File: config.mk
export PLATFORM = sky130hd
export DESIGN_NAME = serial_frame_rx
export DESIGN_NICKNAME = d
export VERILOG_FILES = /design/src/rtl/serial_pkg.sv /design/src/rtl/sync_fifo.sv /design/src/rtl/serial_frame_rx.sv
export SDC_FILE = /design/constraint.sdc
export NUM_CORES = 1
export LEC_CHECK = 0
export BUFFER_PORTS_ARGS = -buffer_cell sky130_fd_sc_hd__buf_2
export CAP_MARGIN = 20
export CORE_ASPECT_RATIO = 0.5
export CORE_MARGIN = 4
export CORE_UTILIZATION = 30
export DETAILED_ROUTE_END_ITERATION = 8
export HOLD_SLACK_MARGIN = 0.08
export PLACE_DENSITY_LB_ADDON = 0.2
export SYNTH_ARGS = -nofsm -noshare
export SYNTH_HDL_FRONTEND = slang
export SYNTH_SLANG_ARGS = --single-unit
File: constraint.sdc
create_clock -name CLK -period 2.6 [get_ports CLK]
set_input_delay 0.65 -clock CLK [delete_from_list [all_inputs] [get_ports CLK]]
set_output_delay 0.65 -clock CLK [all_outputs]
set_load 0.1 [all_outputs]
File: src/rtl/serial_pkg.sv
// serial_pkg: shared defaults and FSM state encoding for the serial frame receiver.
//   DEF_WIDTH   - default bits per received word
//   DEF_DEPTH   - default output FIFO depth
//   DEF_TIMEOUT - default CLK cycles of RCLK silence before a partial word is dropped
//   ST_IDLE / ST_RECV - receiver FSM state codes
package serial_pkg;

   localparam int unsigned DEF_WIDTH   = 8;
   localparam int unsigned DEF_DEPTH   = 4;
   localparam int unsigned DEF_TIMEOUT = 1000000;

   localparam logic [0:0] ST_IDLE = 1'b0;
   localparam logic [0:0] ST_RECV = 1'b1;

endpackage

File: src/rtl/sync_fifo.sv
// sync_fifo: first-word fall-through FIFO with a registered head word.
//   clk, reset        - clock, synchronous active-high reset
//   push, push_data   - write request and word
//   pop               - read request (ignored while empty)
//   full, empty       - registered occupancy flags
//   valid             - registered non-empty flag for the consumer
//   level             - registered occupancy 0..DEPTH
//   head              - registered word at the read pointer
module sync_fifo
   import serial_pkg::*;
#(
   parameter int unsigned WIDTH = DEF_WIDTH,
   parameter int unsigned DEPTH = DEF_DEPTH
) (
   input  logic                       clk,
   input  logic                       reset,
   input  logic                       push,
   input  logic [WIDTH-1:0]           push_data,
   input  logic                       pop,
   output logic                       full,
   output logic                       empty,
   output logic                       valid,
   output logic [$clog2(DEPTH+1)-1:0] level,
   output logic [WIDTH-1:0]           head
);

   localparam int unsigned AW = $clog2(DEPTH);
   localparam int unsigned LW = $clog2(DEPTH + 1);

   logic [WIDTH-1:0] mem [DEPTH];
   logic [AW-1:0]    wr_ptr;
   logic [AW-1:0]    rd_ptr;
   logic [AW-1:0]    rd_ptr_nxt;
   logic [LW-1:0]    count_nxt;
   logic [WIDTH-1:0] head_nxt;
   logic             pop_ok;
   logic             push_ok;

   // A push into a full FIFO is only taken when a pop frees a slot in the same cycle.
   always_comb begin
      pop_ok     = pop & ~empty;
      push_ok    = push & (~full | pop_ok);
      rd_ptr_nxt = rd_ptr + AW'(pop_ok);
      count_nxt  = level + LW'(push_ok) - LW'(pop_ok);
      head_nxt   = head;
      // The next head is the incoming word when it lands exactly at the new read slot.
      if (count_nxt != '0) begin
         if (push_ok && (wr_ptr == rd_ptr_nxt)) begin
            head_nxt = push_data;
         end else begin
            head_nxt = mem[rd_ptr_nxt];
         end
      end
   end

   // Storage array, no reset needed.
   always_ff @(posedge clk) begin
      if (push_ok) begin
         mem[wr_ptr] <= push_data;
      end
   end

   // Pointers, occupancy and head register.
   always_ff @(posedge clk) begin
      if (reset) begin
         wr_ptr <= '0;
         rd_ptr <= '0;
         level  <= '0;
         full   <= 1'b0;
         empty  <= 1'b1;
         valid  <= 1'b0;
         head   <= '0;
      end else begin
         wr_ptr <= wr_ptr + AW'(push_ok);
         rd_ptr <= rd_ptr_nxt;
         level  <= count_nxt;
         full   <= (count_nxt == LW'(DEPTH));
         empty  <= (count_nxt == '0);
         valid  <= (count_nxt != '0);
         head   <= head_nxt;
      end
   end

endmodule

File: src/rtl/serial_frame_rx.sv
// serial_frame_rx: oversampling receiver for a sender-clocked serial stream.
//   CLK, RESET   - system clock, synchronous active-high reset
//   RCLK, RDATA  - asynchronous serial clock/data from the sender
//   OUT_DATA     - FIFO head word
//   OUT_VALID    - FIFO non-empty
//   OUT_READY    - consumer accepts the head word
//   LEVEL        - FIFO occupancy
//   FRAME_ERR    - one-cycle pulse when a partial word is abandoned on timeout
//   OVERFLOW     - sticky flag, a completed word was dropped on a full FIFO
module serial_frame_rx
   import serial_pkg::*;
#(
   parameter int unsigned WIDTH     = DEF_WIDTH,
   parameter int unsigned DEPTH     = DEF_DEPTH,
   parameter int unsigned TIMEOUT   = DEF_TIMEOUT,
   parameter int unsigned MSB_FIRST = 0
) (
   input  logic                       CLK,
   input  logic                       RESET,
   input  logic                       RCLK,
   input  logic                       RDATA,
   output logic [WIDTH-1:0]           OUT_DATA,
   output logic                       OUT_VALID,
   input  logic                       OUT_READY,
   output logic [$clog2(DEPTH+1)-1:0] LEVEL,
   output logic                       FRAME_ERR,
   output logic                       OVERFLOW
);

   localparam int unsigned CW = $clog2(WIDTH);
   localparam int unsigned IW = $clog2(TIMEOUT + 1);

   logic             rclk_s1, rclk_s2, rclk_prev;
   logic             rdata_s1, rdata_s2;
   logic             bit_stb;
   logic [0:0]       state, state_nxt;
   logic [CW-1:0]    bit_cnt, cnt_nxt;
   logic [CW-1:0]    bit_idx;
   logic [IW-1:0]    idle_cnt, idle_nxt;
   logic [WIDTH-1:0] word, word_nxt;
   logic             ferr_nxt;
   logic             push_c;
   logic             fifo_full, fifo_empty;

   // Two-flop synchronizers; RDATA gets the same depth so it lines up with the RCLK edge.
   always_ff @(posedge CLK) begin
      if (RESET) begin
         rclk_s1   <= 1'b0;
         rclk_s2   <= 1'b0;
         rclk_prev <= 1'b0;
         rdata_s1  <= 1'b0;
         rdata_s2  <= 1'b0;
      end else begin
         rclk_s1   <= RCLK;
         rclk_s2   <= rclk_s1;
         rclk_prev <= rclk_s2;
         rdata_s1  <= RDATA;
         rdata_s2  <= rdata_s1;
      end
   end

   assign bit_stb = rclk_s2 & ~rclk_prev;
   assign bit_idx = (MSB_FIRST != 0) ? (CW'(WIDTH - 1) - bit_cnt) : bit_cnt;

   // FSM state, bit counter, idle counter, assembly word and error pulse.
   always_ff @(posedge CLK) begin
      if (RESET) begin
         state     <= ST_IDLE;
         bit_cnt   <= '0;
         idle_cnt  <= '0;
         word      <= '0;
         FRAME_ERR <= 1'b0;
      end else begin
         state     <= state_nxt;
         bit_cnt   <= cnt_nxt;
         idle_cnt  <= idle_nxt;
         word      <= word_nxt;
         FRAME_ERR <= ferr_nxt;
      end
   end

   // Next-state logic: bit capture, word completion and timeout abort.
   always_comb begin
      state_nxt = state;
      cnt_nxt   = bit_cnt;
      idle_nxt  = idle_cnt;
      word_nxt  = word;
      ferr_nxt  = 1'b0;
      push_c    = 1'b0;
      case (state)
         ST_IDLE: begin
            if (bit_stb) begin
               word_nxt          = '0;
               word_nxt[bit_idx] = rdata_s2;
               cnt_nxt           = CW'(1);
               idle_nxt          = '0;
               state_nxt         = ST_RECV;
            end
         end
         ST_RECV: begin
            // A bit arriving in the timeout cycle takes priority over the abort.
            if (bit_stb) begin
               word_nxt[bit_idx] = rdata_s2;
               idle_nxt          = '0;
               if (bit_cnt == CW'(WIDTH - 1)) begin
                  push_c    = 1'b1;
                  cnt_nxt   = '0;
                  state_nxt = ST_IDLE;
               end else begin
                  cnt_nxt = bit_cnt + CW'(1);
               end
            end else if (idle_cnt == IW'(TIMEOUT - 1)) begin
               ferr_nxt  = 1'b1;
               cnt_nxt   = '0;
               idle_nxt  = '0;
               state_nxt = ST_IDLE;
            end else if (idle_cnt != '1) begin
               idle_nxt = idle_cnt + IW'(1);
            end
         end
         default: begin
            state_nxt = ST_IDLE;
            cnt_nxt   = '0;
            idle_nxt  = '0;
         end
      endcase
   end

   // Sticky overflow: a finished word met a full FIFO with no pop to make room.
   always_ff @(posedge CLK) begin
      if (RESET) begin
         OVERFLOW <= 1'b0;
      end else if (push_c && fifo_full && !(OUT_READY && !fifo_empty)) begin
         OVERFLOW <= 1'b1;
      end
   end

   sync_fifo #(
      .WIDTH (WIDTH),
      .DEPTH (DEPTH)
   ) u_fifo (
      .clk       (CLK),
      .reset     (RESET),
      .push      (push_c),
      .push_data (word_nxt),
      .pop       (OUT_READY),
      .full      (fifo_full),
      .empty     (fifo_empty),
      .valid     (OUT_VALID),
      .level     (LEVEL),
      .head      (OUT_DATA)
   );

endmodule

==> results.txt, run 1 <==
----------------------------------------------------
[Synth]
  Number of cells produced by synthesis ... 382
  Share of the synthesized area in the top cell type ... 28.4%
  Commonest register cell after synthesis ... dfxtp_1
  Post-Syn Area ... 4010 sq um
  Post-synthesis async set-or-reset flop share ... 0%
  Dominant cells by area after synthesis ... dfxtp_1 (28%), edfxtp_1 (24%), mux4_2 (4.5%), nand2_1 (3.6%), nor2_1 (2.9%)
  Fraction of the yosys area taken by sequential cells ... 52.4%
  Synth unique cells ... 58
  Yosys reg bits ... 89
  Post-Synthesis Net Count ... 395
  Average instance area after synthesis ... 10.5 sq um
  Count of warnings emitted by yosys ... 0
  Cell type contributing the most total cell area after synthesis ... dfxtp_1
  Number of enable flip-flop cells after synthesis ... 32

[Layout]
  Multi-input gate area ... 1950 sq um
  Layout Area Growth over Synthesis ... 24.6%
  Diodes inserted ... 0
  Fin area ... 5000 sq um
  Filler Cells Inserted ... 1251
  Sequential cell area ... 2110 sq um
  Ratio of cells with drive above 1 in the final layout ... 25.8%
  Net count reported at finish ... 442

[Clocking]
  Root buffer cell ... clkbuf_16
  CTS tree ... yes
  Hold-fix buffers at CTS ... 0
  Clock tree buffer depth ... 2
  Insertion delay to the later sink of the worst-skew pair ... 0.34 ns
  Sink Count ... 89
  Count of H-tree levels built during CTS ... 3
  Clock input transition at the sequential cells of the worst setup and hold paths ... 0.07 ns
  Total clock buffers created by CTS ... 9

[Hold path]
  Critical hold path startpoint ... rclk_s1$_SDFF_PP0_
  Worst Hold Class ... reg -> reg

[Place]
  Number of input and output port buffers inserted ... 18
  Cell area after placement ... 4540 sq um
  Final weighted congestion in routability-driven placement ... 0.835
  DP HPWL ... 6.55 mm
  Setup Slack @ Placement ... -0.138 ns

[Setup path]
  Startpoint of the most critical register-to-register path ... bit_cnt[0]$_SDFFE_PP0P_
  CP max FO ... 8
  Register-to-Register Path Depth ... 10
  Critical setup path kind ... reg -> reg
  End of the critical path ... u_fifo.head[2]$_SDFFE_PP0P_
  Required arrival time at the worst endpoint ... 2.86 ns
  Cells traversed along the worst timing path ... ha_4 > ha_4 > and4b_1 > a21boi_4 > ha_2 > fa_2 > xnor2_4 > xnor2_4 > nand2_4 > a311oi_1
  Delay of the slowest cell on the worst path ... 0.38 ns
  Worst setup slack for register-to-register paths ... -0.002 ns
  CP arrival ... 2.86 ns
  Worst setup EP type ... register
  Slowest library cell on the worst path ... fa_2
  Cell count along the critical path ... 10
  Reg-to-reg endpoint ... u_fifo.head[2]$_SDFFE_PP0P_
  Kind of cell adding the most delay to the critical path ... adder cells
  Buffering stage count on the worst path with inverters included ... 0
  Setup crit start kind ... register
  Origin of the worst setup path ... bit_cnt[0]$_SDFFE_PP0P_

[Timing]
  Final-report max-slew violation count ... 0
  Slew at the pin closest to its max-slew limit ... 0.716 ns
  Final setup skew ... 0.00725 ns
  Fmax achieved ... 384 MHz
  Normalized max-slew margin ... 51.8%
  Minimum setup slack in the final design ... -0.00199 ns
  Final Cycle Share ... 100%
  RSZ-0062 raised after global routing ... yes
  Number of hold-slack violations in the final timing report ... 0
  Final setup fails ... 1
  Minimum period implied by the final worst setup slack ... 2.60 ns
  Smallest hold slack ... 0.442 ns

[Routing]
  Post-detailed-route DRC marker count ... 0
  Routed via count ... 3114
  Drt first-iter violations ... 247
  Routed wirelength normalized by instance count ... 16.3 microns
  Via/cell ratio ... 5.16
  Total wire length ... 9.84 mm
  Antenna-violating nets left ... 0
  Detailed Routing Iterations Pass 1 ... 4

[Die]
  Initial standard-cell utilization of the core ... 31.2%
  Vertical die dimension ... 89.8 microns
  Rows ... 29
  Die Span X ... 172 microns
  Core area ... 12900 sq um
  IO Pins ... 19
  Die area ... 15400 sq um

[Pwr]
  IR drop worst, VDD ... 0.000334 V
  Leakage power summed over all cells ... 1.81 nW
  Power Dens Cells ... 890 nW/um^2

[Run status]
  Violations in the final reports ... setup timing
  Status ... complete, but fails checks

[Global route]
  Global routing met3 resource utilization ... 3.81%
  Total congestion overflow after global routing ... 0
  Aggregate global-route resource usage ... 13.1%
  Initial antenna violation count ... 0
  Global-route track usage on met1 ... 18.3%
  GRT Max-Usage Layer ... met2
  Wire length of the first global-routing pass ... 15.9 mm
  Vias in the first global route ... 2978
  Pin count of the biggest net entering global routing ... 23
  Met2 capacity usage during global routing ... 19.9%

[Flow run]
  Count of max-cap constraint violations ... 0

----------------------------------------------------
per-layer routing:
metal  routed length [microns]  share of wire, %
met5                         0                 0
met4                       112               1.1
met3                       341               3.5
met1                      4810                49
met2                      4580                46
sequential cells by signal, indices dropped and copies added (netlist names), 2 cells and up:
name           flops
word               8
u_fifo.mem        32
u_fifo.level       3
u_fifo.head        8
u_fifo.rd_ptr      2
idle_cnt          20
u_fifo.wr_ptr      2
bit_cnt            3
cells in the mapped netlist (7+ instances only):
master,number
clkbuf_1,16
nor4_1,7
nand2_1,39
nand4_1,7
o21ai_0,8
mux4_2,8
and2_1,9
dfxtp_1,57
a311oi_1,7
xnor2_1,7
nor2b_1,13
edfxtp_1,32
nand3_1,14
nor2_1,31
a21oi_1,11
ha_1,7
inv_1,17
worst min path at each step:
| stage | endpoint | depth (start not counted) |
|---|---|---|
| 2_1_floorplan | rclk_s2$_SDFF_PP0_ | 1 |
| 3_3_place_gp | rdata_s2$_SDFF_PP0_ | 1 |
| 3_5_place_dp | rclk_s2$_SDFF_PP0_ | 1 |
| 4_1_cts | rclk_s2$_SDFF_PP0_ | 1 |
| 5_1_grt | rclk_s2$_SDFF_PP0_ | 1 |
| 6_report | rclk_s2$_SDFF_PP0_ | 1 |
kinds of logic after synthesis:
kind of cell / after synthesis / synth area share, %
flip-flops: 89 / 52.4
buffers and inverters: 36 / 3.46
adder cells (fa/ha/maj): 8 / 2.68
multiplexers: 9 / 4.77
AND/OR/NAND/NOR: 156 / 20.5
XOR/XNOR: 9 / 2.31
AO/OA/AOI/OAI: 75 / 13.9
report_power, final:
group / switching, mW / total, mW / leakage [nW] / internal [mW]
sequential: 0.0711 / 1.60 / 0.787 / 1.53
clock: 0.572 / 1.33 / 0.142 / 0.759
combinational: 1.03 / 1.52 / 0.884 / 0.492
repair_timing:
action,CTS,global route
gates cloned,0,2
pin swaps,0,11
resized for setup,1,23
setup endpoints to repair,8,9
setup buffers,0,3
metrics by stage:
stage	TNS, ns	utilization (%)	instances	power, mW
final	-0.00199	38.8	604	4.45
after global routing	-0.297	38.8	604	4.67
after CTS	0	37.6	599	4.19
after detailed placement	-0.974	35.2	583	2.83
after global placement	-0.564	35.2	583	2.82
after floorplan	0	-	382	2.59
cells in the final DEF, fill, tap and decap left out, types with 6 or more instances in the layout:
master	instances
a21oi_1	11
and2_1	9
and3_1	6
buf_2	18
buf_4	34
clkbuf_16	9
dfxtp_1	53
edfxtp_1	32
inv_1	16
mux4_2	8
nand2_1	38
nand3_1	14
nand4_1	7
nor2_1	24
nor2b_1	13
nor3_1	6
nor4_1	7
o21ai_0	8
final cells by class:
cell class | count | share of cell area (%)
clock buffer | 10 | 4.58
clock inverter | 6 | 1.48
inverter | 17 | 1.28
multi-input combinational | 259 | 39.0
sequential | 89 | 42.1
tap | 170 | 4.25
timing repair buffer | 53 | 7.31
worst reg2reg max path, stage by stage, from the launching register on:
cell      delay (ns)
dfxtp_2         0.34
ha_4            0.16
ha_4            0.15
and4b_1         0.21
a21boi_4        0.15
ha_2            0.19
fa_2            0.38
xnor2_4         0.18
xnor2_4         0.31
nand2_4         0.19
a311oi_1        0.27
(Power assumes the default switching activity.)
==> run 2: changes to the inputs <==
--- a/config.mk
+++ b/config.mk
@@ -15,4 +15,5 @@
 export PLACE_DENSITY_LB_ADDON = 0.2
 export SYNTH_ARGS = -nofsm -noshare
 export SYNTH_HDL_FRONTEND = slang
+export SYNTH_HIERARCHICAL = 1
 export SYNTH_SLANG_ARGS = --single-unit
==> run 2 against run 1 <==
The flow now finishes without violations. Critical path depth is 3 higher. Worst setup slack better by 0.057 ns. Combinational power shrank 20%. Sequential share of layout area up 0.34 points. Register-to-register slack improved by 0.06 ns. Via count fell by 6.6%. Die area decreased by 0.73%. Clock skew grew 0.0015 ns.
==> results.txt, run 2 <==
----------------------------------------------------
[Run status]
  Status ... completed

[Pwr]
  Leakage power summed over all cells ... 1.83 nW (+0.88%)
  Power Dens Cells ... 838 nW/um^2 (-5.9%)
  IR drop worst, VDD ... 0.000702 V (+110%)
  Power after layout ... 4.15 mW (-6.7%)

[Layout]
  Sequential cell area ... 2100 sq um (-0.12%)
  Filler Cells Inserted ... 1235 (-1.3%)
  Diodes inserted ... 0 (unchanged)
  Commonest non-fill, non-tap cell in the layout ... dfxtp_1
  Ratio of cells with drive above 1 in the final layout ... 27.4% (+1.6 points)
  Largest reg by FF count ... u_fifo/mem
  Net count reported at finish ... 427 (-3.4%)
  Multi-input gate area ... 1900 sq um (-2.6%)
  Biggest registers after layout ... u_fifo/mem x32, idle_cnt x20
  Largest register FFs ... 32 (unchanged)
  Layout Area Growth over Synthesis ... 24.4%
  Commonest cells after routing, fill and taps aside ... dfxtp_1 (55), buf_4 (36), edfxtp_1 (32)
  Post-Route Utilization ... 38.7% (-0.14 points)

[Clocking]
  Clock input transition at the sequential cells of the worst setup and hold paths ... 0.07 ns (about the same)
  Count of H-tree levels built during CTS ... 3 (unchanged)
  Clock tree buffer depth ... 2 (unchanged)
  Sink Count ... 89 (unchanged)
  Total clock buffers created by CTS ... 9 (unchanged)
  Root buffer cell ... clkbuf_16
  CTS tree ... yes
  Insertion delay to the later sink of the worst-skew pair ... 0.34 ns (about the same)

[Timing]
  Final setup fails ... 0 (-1)
  Final Cycle Share ... 97.9% (-2.2 points)
  Normalized max-slew margin ... 48.0% (-3.7 points)
  Minimum period implied by the final worst setup slack ... 2.55 ns (-0.0569 ns)
  Fmax achieved ... 393 MHz (+2.2%)
  Slew at the pin closest to its max-slew limit ... 0.771 ns (+0.0553 ns)
  Number of hold-slack violations in the final timing report ... 0 (unchanged)
  Final setup skew ... 0.00871 ns (+0.00146 ns)
  Final-report max-slew violation count ... 0 (unchanged)
  Smallest hold slack ... 0.436 ns (-0.00627 ns)
  RSZ-0062 raised after global routing ... yes
  Minimum setup slack in the final design ... 0.0549 ns (+0.0569 ns)

[Die]
  Initial standard-cell utilization of the core ... 31.1% (-0.068 points)
  Rows ... 29 (unchanged)
  IO Pins ... 19 (unchanged)
  Die area ... 15300 sq um (-0.73%)
  Core area ... 12800 sq um (-0.56%)
  Vertical die dimension ... 89.5 microns (-0.36%)
  Die Span X ... 171 microns (-0.37%)

[Flow run]
  Count of max-cap constraint violations ... 0 (unchanged)

[Place]
  Final weighted congestion in routability-driven placement ... 0.747 (-11%)
  Setup Slack @ Placement ... -0.143 ns (-0.00463 ns)
  Number of input and output port buffers inserted ... 18 (unchanged)
  DP HPWL ... 5.82 mm (-11%)

[Global route]
  Total congestion overflow after global routing ... 0 (unchanged)
  Initial antenna violation count ... 0 (unchanged)
  Aggregate global-route resource usage ... 11.8% (-1.3 points)
  Pin count of the biggest net entering global routing ... 28 (+22%)
  Wire length of the first global-routing pass ... 14.0 mm (-12%)
  Vias in the first global route ... 2708 (-9.1%)

[Routing]
  Via/cell ratio ... 4.94 (-4.3%)
  Total wire length ... 8.78 mm (-11%)
  Detailed Routing Iterations Pass 1 ... 5 (+1)
  Antenna-violating nets left ... 0 (unchanged)
  Routed wirelength normalized by instance count ... 14.9 microns (-8.6%)
  Routed via count ... 2907 (-6.6%)
  Drt first-iter violations ... 133 (-46%)
  Post-detailed-route DRC marker count ... 0 (unchanged)

[Synth]
  Count of warnings emitted by yosys ... 6 (+6)
  Most common cell in the netlist ... dfxtp_1
  Post-synthesis async set-or-reset flop share ... 0% (unchanged)
  Commonest register cell after synthesis ... dfxtp_1
  Share of the synthesized area in the top cell type ... 28.7% (+0.22 points)
  Post-Synthesis Net Count ... 375 (-5.1%)
  Cell type contributing the most total cell area after synthesis ... dfxtp_1
  Number of cells produced by synthesis ... 362 (-5.2%)
  Dominant cells by area after synthesis ... dfxtp_1 (29%), edfxtp_1 (24%), mux4_2 (4.5%), nand2_1 (3.3%), a22o_1 (2.4%)
  Post-Syn Area ... 3980 sq um (-0.78%)
  Number of enable flip-flop cells after synthesis ... 32 (unchanged)
  Average instance area after synthesis ... 11.0 sq um (+4.7%)
  Leading post-synthesis cells by instance count ... dfxtp_1 (57), nand2_1 (35), edfxtp_1 (32)
  Fraction of the yosys area taken by sequential cells ... 52.8% (+0.41 points)
  Yosys reg bits ... 89 (unchanged)
  Synth unique cells ... 61 (+5.2%)

[Setup path]
  Critical setup path kind ... reg -> reg
  Setup crit start kind ... register
  Required arrival time at the worst endpoint ... 2.83 ns (-0.03 ns)
  CP arrival ... 2.78 ns (-0.08 ns)
  Worst setup EP type ... register
  CP max FO ... 5 (-3)

[Hold path]
  Worst Hold Class ... reg -> reg

----------------------------------------------------
run 2: changes by cell type after synthesis, sizes merged, moves of 5 or more:
cell    delta
mux2i      +8
clkbuf     -5
inv        -7
o21ai     +12
a22o      +11
a311oi     -7
nor2       -5
run 2: cell families after synthesis:
family                     share of synthesized area, %
DFF                                                52.8
AOI/OAI and AO/OA                                  15.1
xor gates and xnor gates                           2.26
and+or+nand+nor                                    17.6
buffers and inverters                              2.98
muxes                                              6.53
adders and majority gates                          2.70
run 2: worst paths after layout:
check,start,slack (ns),endpoint,cells past startpoint
worst max-delay path,bit_cnt[1]$_SDFFE_PP0P_,0.05,u_fifo/head[2]$_SDFFE_PP0P_,13
worst min-delay path,rdata_s1$_SDFF_PP0_,0.44,rdata_s2$_SDFF_PP0_,1
worst max register to register,bit_cnt[1]$_SDFFE_PP0P_,0.05,u_fifo/head[2]$_SDFFE_PP0P_,13
worst min register to register,rdata_s1$_SDFF_PP0_,0.44,rdata_s2$_SDFF_PP0_,1
run 2: per-stage QoR:
step / cells / TNS [ns] / cell area, sq um
6_report: 589 / 0 / 4950
5_1_grt: 589 / -0.420 / 4950
4_1_cts: 586 / 0 / 4850
3_5_place_dp: 564 / -1.20 / 4470
3_3_place_gp: 564 / -0.980 / 4470
2_1_floorplan: 362 / 0 / 4010
run 2: where the power goes:
group	switching, mW	internal (mW)	total [mW]
Combinational	0.812	0.407	1.22
Clock	0.582	0.765	1.35
Sequential	0.0612	1.52	1.58
run 2: layer usage:
metal	track usage, %	share of wire (%)	up-vias
met5	0	0	-
met4	3.24	0.81	0
met3	3.75	3.7	7
met2	18.6	45	39
met1	15.9	51	1405
li1	-	-	1456
run 2: repair_timing:
action | CTS | global route
cloned | 0 | 1
resized for setup | 9 | 15
hold buffers | 0 | 0
pin swaps | 2 | 8
setup endpoints to repair | 9 | 18
setup buffers | 6 | 2
run 2: final cells by class:
type	instances	share of cell area, %
flip-flops and latches	89	42.5
multi-input cells	248	38.3
clock inverters	7	1.69
clock buffers	9	4.55
inverters	10	0.758
well taps	170	4.29
repair buffers	56	7.91
run 2: worst max-delay path, stage by stage (launching register included):
cell,delay [ns]
dfxtp_2,0.35
ha_4,0.14
ha_4,0.13
nand2_4,0.06
nor2_4,0.12
nand2_2,0.09
ha_4,0.27
inv_2,0.04
ha_4,0.15
fa_2,0.37
xnor3_2,0.29
buf_4,0.17
o21bai_4,0.17
o21ai_1,0.09
==> run 3: changes to the inputs <==
--- a/config.mk
+++ b/config.mk
@@ -8,7 +8,6 @@
 export BUFFER_PORTS_ARGS = -buffer_cell sky130_fd_sc_hd__buf_2
 export CAP_MARGIN = 20
 export CORE_ASPECT_RATIO = 0.5
-export CORE_MARGIN = 4
 export CORE_UTILIZATION = 30
 export DETAILED_ROUTE_END_ITERATION = 8
 export HOLD_SLACK_MARGIN = 0.08
==> run 3 against run 2 <==
Flip-flop and latch count unchanged. Cell count increased by 3.2%. Sequential share of layout area decreased by 1.4 points. Die area decreased by 10%. Maximum frequency increased by 1.3%. First-iteration DRC count increased by 41%. Register-to-register slack improved by 0.03 ns. Total power decreased by 1.6%. Critical path depth increased by 1. Non-clock buffer count increased by 19. Sequential power about the same. Critical endpoint is now u_fifo/head[6]$_SDFFE_PP0P_.
==> results.txt, run 3 (synthesis gave the netlist of run 2 again) <==
----------------------------------------------------
[Run status]
  Status ... completed

[Die]
  IO Pins ... 19 (unchanged)
  Die area ... 13800 sq um (-10%)
  Vertical die dimension ... 83.5 microns (-6.7%)
  Core area ... 12800 sq um (unchanged)
  Initial standard-cell utilization of the core ... 31.1% (unchanged)
  Rows ... 29 (unchanged)
  Die Span X ... 165 microns (-3.5%)

[Setup path]
  Setup crit start kind ... register
  Critical setup path kind ... reg -> reg
  Startpoint of the most critical register-to-register path ... bit_cnt[0]$_SDFFE_PP0P_
  End of the critical path ... u_fifo/head[6]$_SDFFE_PP0P_
  CP max FO ... 8 (+3)
  Cell count along the critical path ... 14 (+1)
  Buffering stage count on the worst path with inverters included ... 2 (unchanged)
  Origin of the worst setup path ... bit_cnt[0]$_SDFFE_PP0P_
  Worst setup EP type ... register
  Delay of the slowest cell on the worst path ... 0.35 ns (-0.02 ns)
  Slowest library cell on the worst path ... dfxtp_2
  Crit path top cell by count ... ha_4
  Register-to-Register Path Depth ... 14 (+1)
  Kind of cell adding the most delay to the critical path ... adder cells
  Cells traversed along the worst timing path ... ha_4 > ha_4 > nand2_4 > nor2_4 > nand2_2 > ha_4 > inv_2 > ha_4 > fa_2 > xnor3_2 > nor3_4 > buf_6 > nand2_2 > o21ai_1
  Reg-to-reg endpoint ... u_fifo/head[6]$_SDFFE_PP0P_
  Required arrival time at the worst endpoint ... 2.87 ns (+0.04 ns)
  CP arrival ... 2.79 ns (about the same)
  Worst setup slack for register-to-register paths ... 0.09 ns (+0.03 ns)

[Routing]
  Detailed Routing Iterations Pass 1 ... 4 (-1)
  Antenna-violating nets left ... 0 (unchanged)
  Routed via count ... 2948 (+1.4%)
  Via/cell ratio ... 4.85 (-1.8%)
  Drt first-iter violations ... 188 (+41%)
  Routed wirelength normalized by instance count ... 15.0 microns (+0.73%)
  Total wire length ... 9.13 mm (+4.0%)
  Post-detailed-route DRC marker count ... 0 (unchanged)

[Timing]
  Final setup fails ... 0 (unchanged)
  Number of hold-slack violations in the final timing report ... 0 (unchanged)
  Slew at the pin closest to its max-slew limit ... 0.744 ns (-0.0277 ns)
  Minimum period implied by the final worst setup slack ... 2.51 ns (-0.0319 ns)
  Final-report max-slew violation count ... 0 (unchanged)
  Final setup skew ... 0.00826 ns (-0.000452 ns)
  Final Cycle Share ... 96.7% (-1.2 points)
  RSZ-0062 raised after global routing ... yes
  Fmax achieved ... 398 MHz (+1.3%)
  Minimum setup slack in the final design ... 0.0868 ns (+0.0319 ns)
  Normalized max-slew margin ... 50.4% (+2.4 points)

[Clocking]
  Insertion delay to the later sink of the worst-skew pair ... 0.34 ns (about the same)
  Hold-fix buffers at CTS ... 0 (unchanged)
  Root buffer cell ... clkbuf_16
  Count of H-tree levels built during CTS ... 3 (unchanged)
  CTS tree ... yes
  Clock input transition at the sequential cells of the worst setup and hold paths ... 0.07 ns (about the same)
  Clock tree buffer depth ... 2 (unchanged)
  Sink Count ... 89 (unchanged)
  Total clock buffers created by CTS ... 9 (unchanged)

[Layout]
  Commonest non-fill, non-tap cell in the layout ... dfxtp_1
  Largest register FFs ... 32 (unchanged)
  Fin area ... 5130 sq um (+3.5%)
  Ratio of cells with drive above 1 in the final layout ... 31.7% (+4.3 points)
  Layout Area Growth over Synthesis ... 28.7%
  Diodes inserted ... 0 (unchanged)
  Commonest cells after routing, fill and taps aside ... dfxtp_1 (55), buf_4 (54), edfxtp_1 (32)
  Biggest registers after layout ... u_fifo/mem x32, idle_cnt x20
  Largest reg by FF count ... u_fifo/mem
  Net count reported at finish ... 446 (+4.4%)

[Flow run]
  Count of max-cap constraint violations ... 0 (unchanged)

[Place]
  Number of input and output port buffers inserted ... 18 (unchanged)
  Setup Slack @ Placement ... -0.152 ns (-0.00954 ns)
  Cell area after placement ... 4490 sq um (+0.50%)
  Final weighted congestion in routability-driven placement ... 0.733 (-1.9%)
  DP HPWL ... 5.89 mm (+1.2%)

[Global route]
  Vias in the first global route ... 2806 (+3.6%)
  Total congestion overflow after global routing ... 0 (unchanged)
  Initial antenna violation count ... 0 (unchanged)
  Pin count of the biggest net entering global routing ... 23 (-18%)
  Aggregate global-route resource usage ... 14.1% (+2.3 points)
  Wire length of the first global-routing pass ... 14.6 mm (+4.5%)

[Pwr]
  Leakage power summed over all cells ... 1.93 nW (+5.8%)
  Power after layout ... 4.08 mW (-1.6%)
  IR drop worst, VDD ... 0.000850 V (+21%)
  Power Dens Cells ... 797 nW/um^2 (-4.9%)

[Hold path]
  Worst Hold Class ... reg -> reg

----------------------------------------------------
run 3: worst min path at each step:
| stage | start | endpoint | cells after the start |
|---|---|---|---|
| global placement | rdata_s1$_SDFF_PP0_ | rdata_s2$_SDFF_PP0_ | 1 |
| global route | rclk_s1$_SDFF_PP0_ | rclk_s2$_SDFF_PP0_ | 1 |
| finish | rdata_s1$_SDFF_PP0_ | rdata_s2$_SDFF_PP0_ | 1 |
| detailed placement | rdata_s1$_SDFF_PP0_ | rdata_s2$_SDFF_PP0_ | 1 |
| CTS | rdata_s1$_SDFF_PP0_ | rdata_s2$_SDFF_PP0_ | 1 |
| floorplan | rclk_s1$_SDFF_PP0_ | rclk_s2$_SDFF_PP0_ | 1 |
run 3: repair_timing:
item / in CTS / in global routing
pin swaps: 14 / 11
hold endpoints to repair: 0 / 0
setup endpoints to repair: 8 / 17
setup buffers: 27 / 0
resized for setup: 11 / 21
cloned: 1 / 0
run 3: power by group:
| group | total (mW) | switching (mW) | internal (mW) |
|---|---|---|---|
| logic | 1.17 | 0.803 | 0.372 |
| registers | 1.58 | 0.0613 | 1.52 |
| clock network | 1.33 | 0.565 | 0.761 |
| total | 4.08 | 1.43 | 2.66 |
run 3: final cells by class:
| cell class | count | area [sq um] |
|---|---|---|
| Tap cell | 170 | 213 |
| Multi-Input combinational cell | 248 | 1930 |
| Clock buffer | 10 | 229 |
| Inverter | 10 | 37.5 |
| Sequential cell | 89 | 2100 |
| Fill cell | 1223 | 7680 |
| Clock inverter | 6 | 73.8 |
| Timing Repair Buffer | 75 | 538 |
run 3: metrics by stage:
stage                     util, %  cells  hold WS (ns)  setup TNS (ns)
after floorplan                 -    362         0.414               0
after global placement       35.1    567         0.427           -1.11
after detailed placement     35.1    567         0.424           -1.26
after CTS                    39.5    611         0.439         -0.0186
after global routing         40.0    608         0.467          -0.170
final                        40.0    608         0.435               0
run 3: layer usage:
layer	up-vias	GRT usage, %	share of wire (%)
met2	30	21.7	47
met5	-	0	0
met4	0	4.25	0.32
met3	2	4.62	2.2
li1	1504	-	-
met1	1412	18.9	51
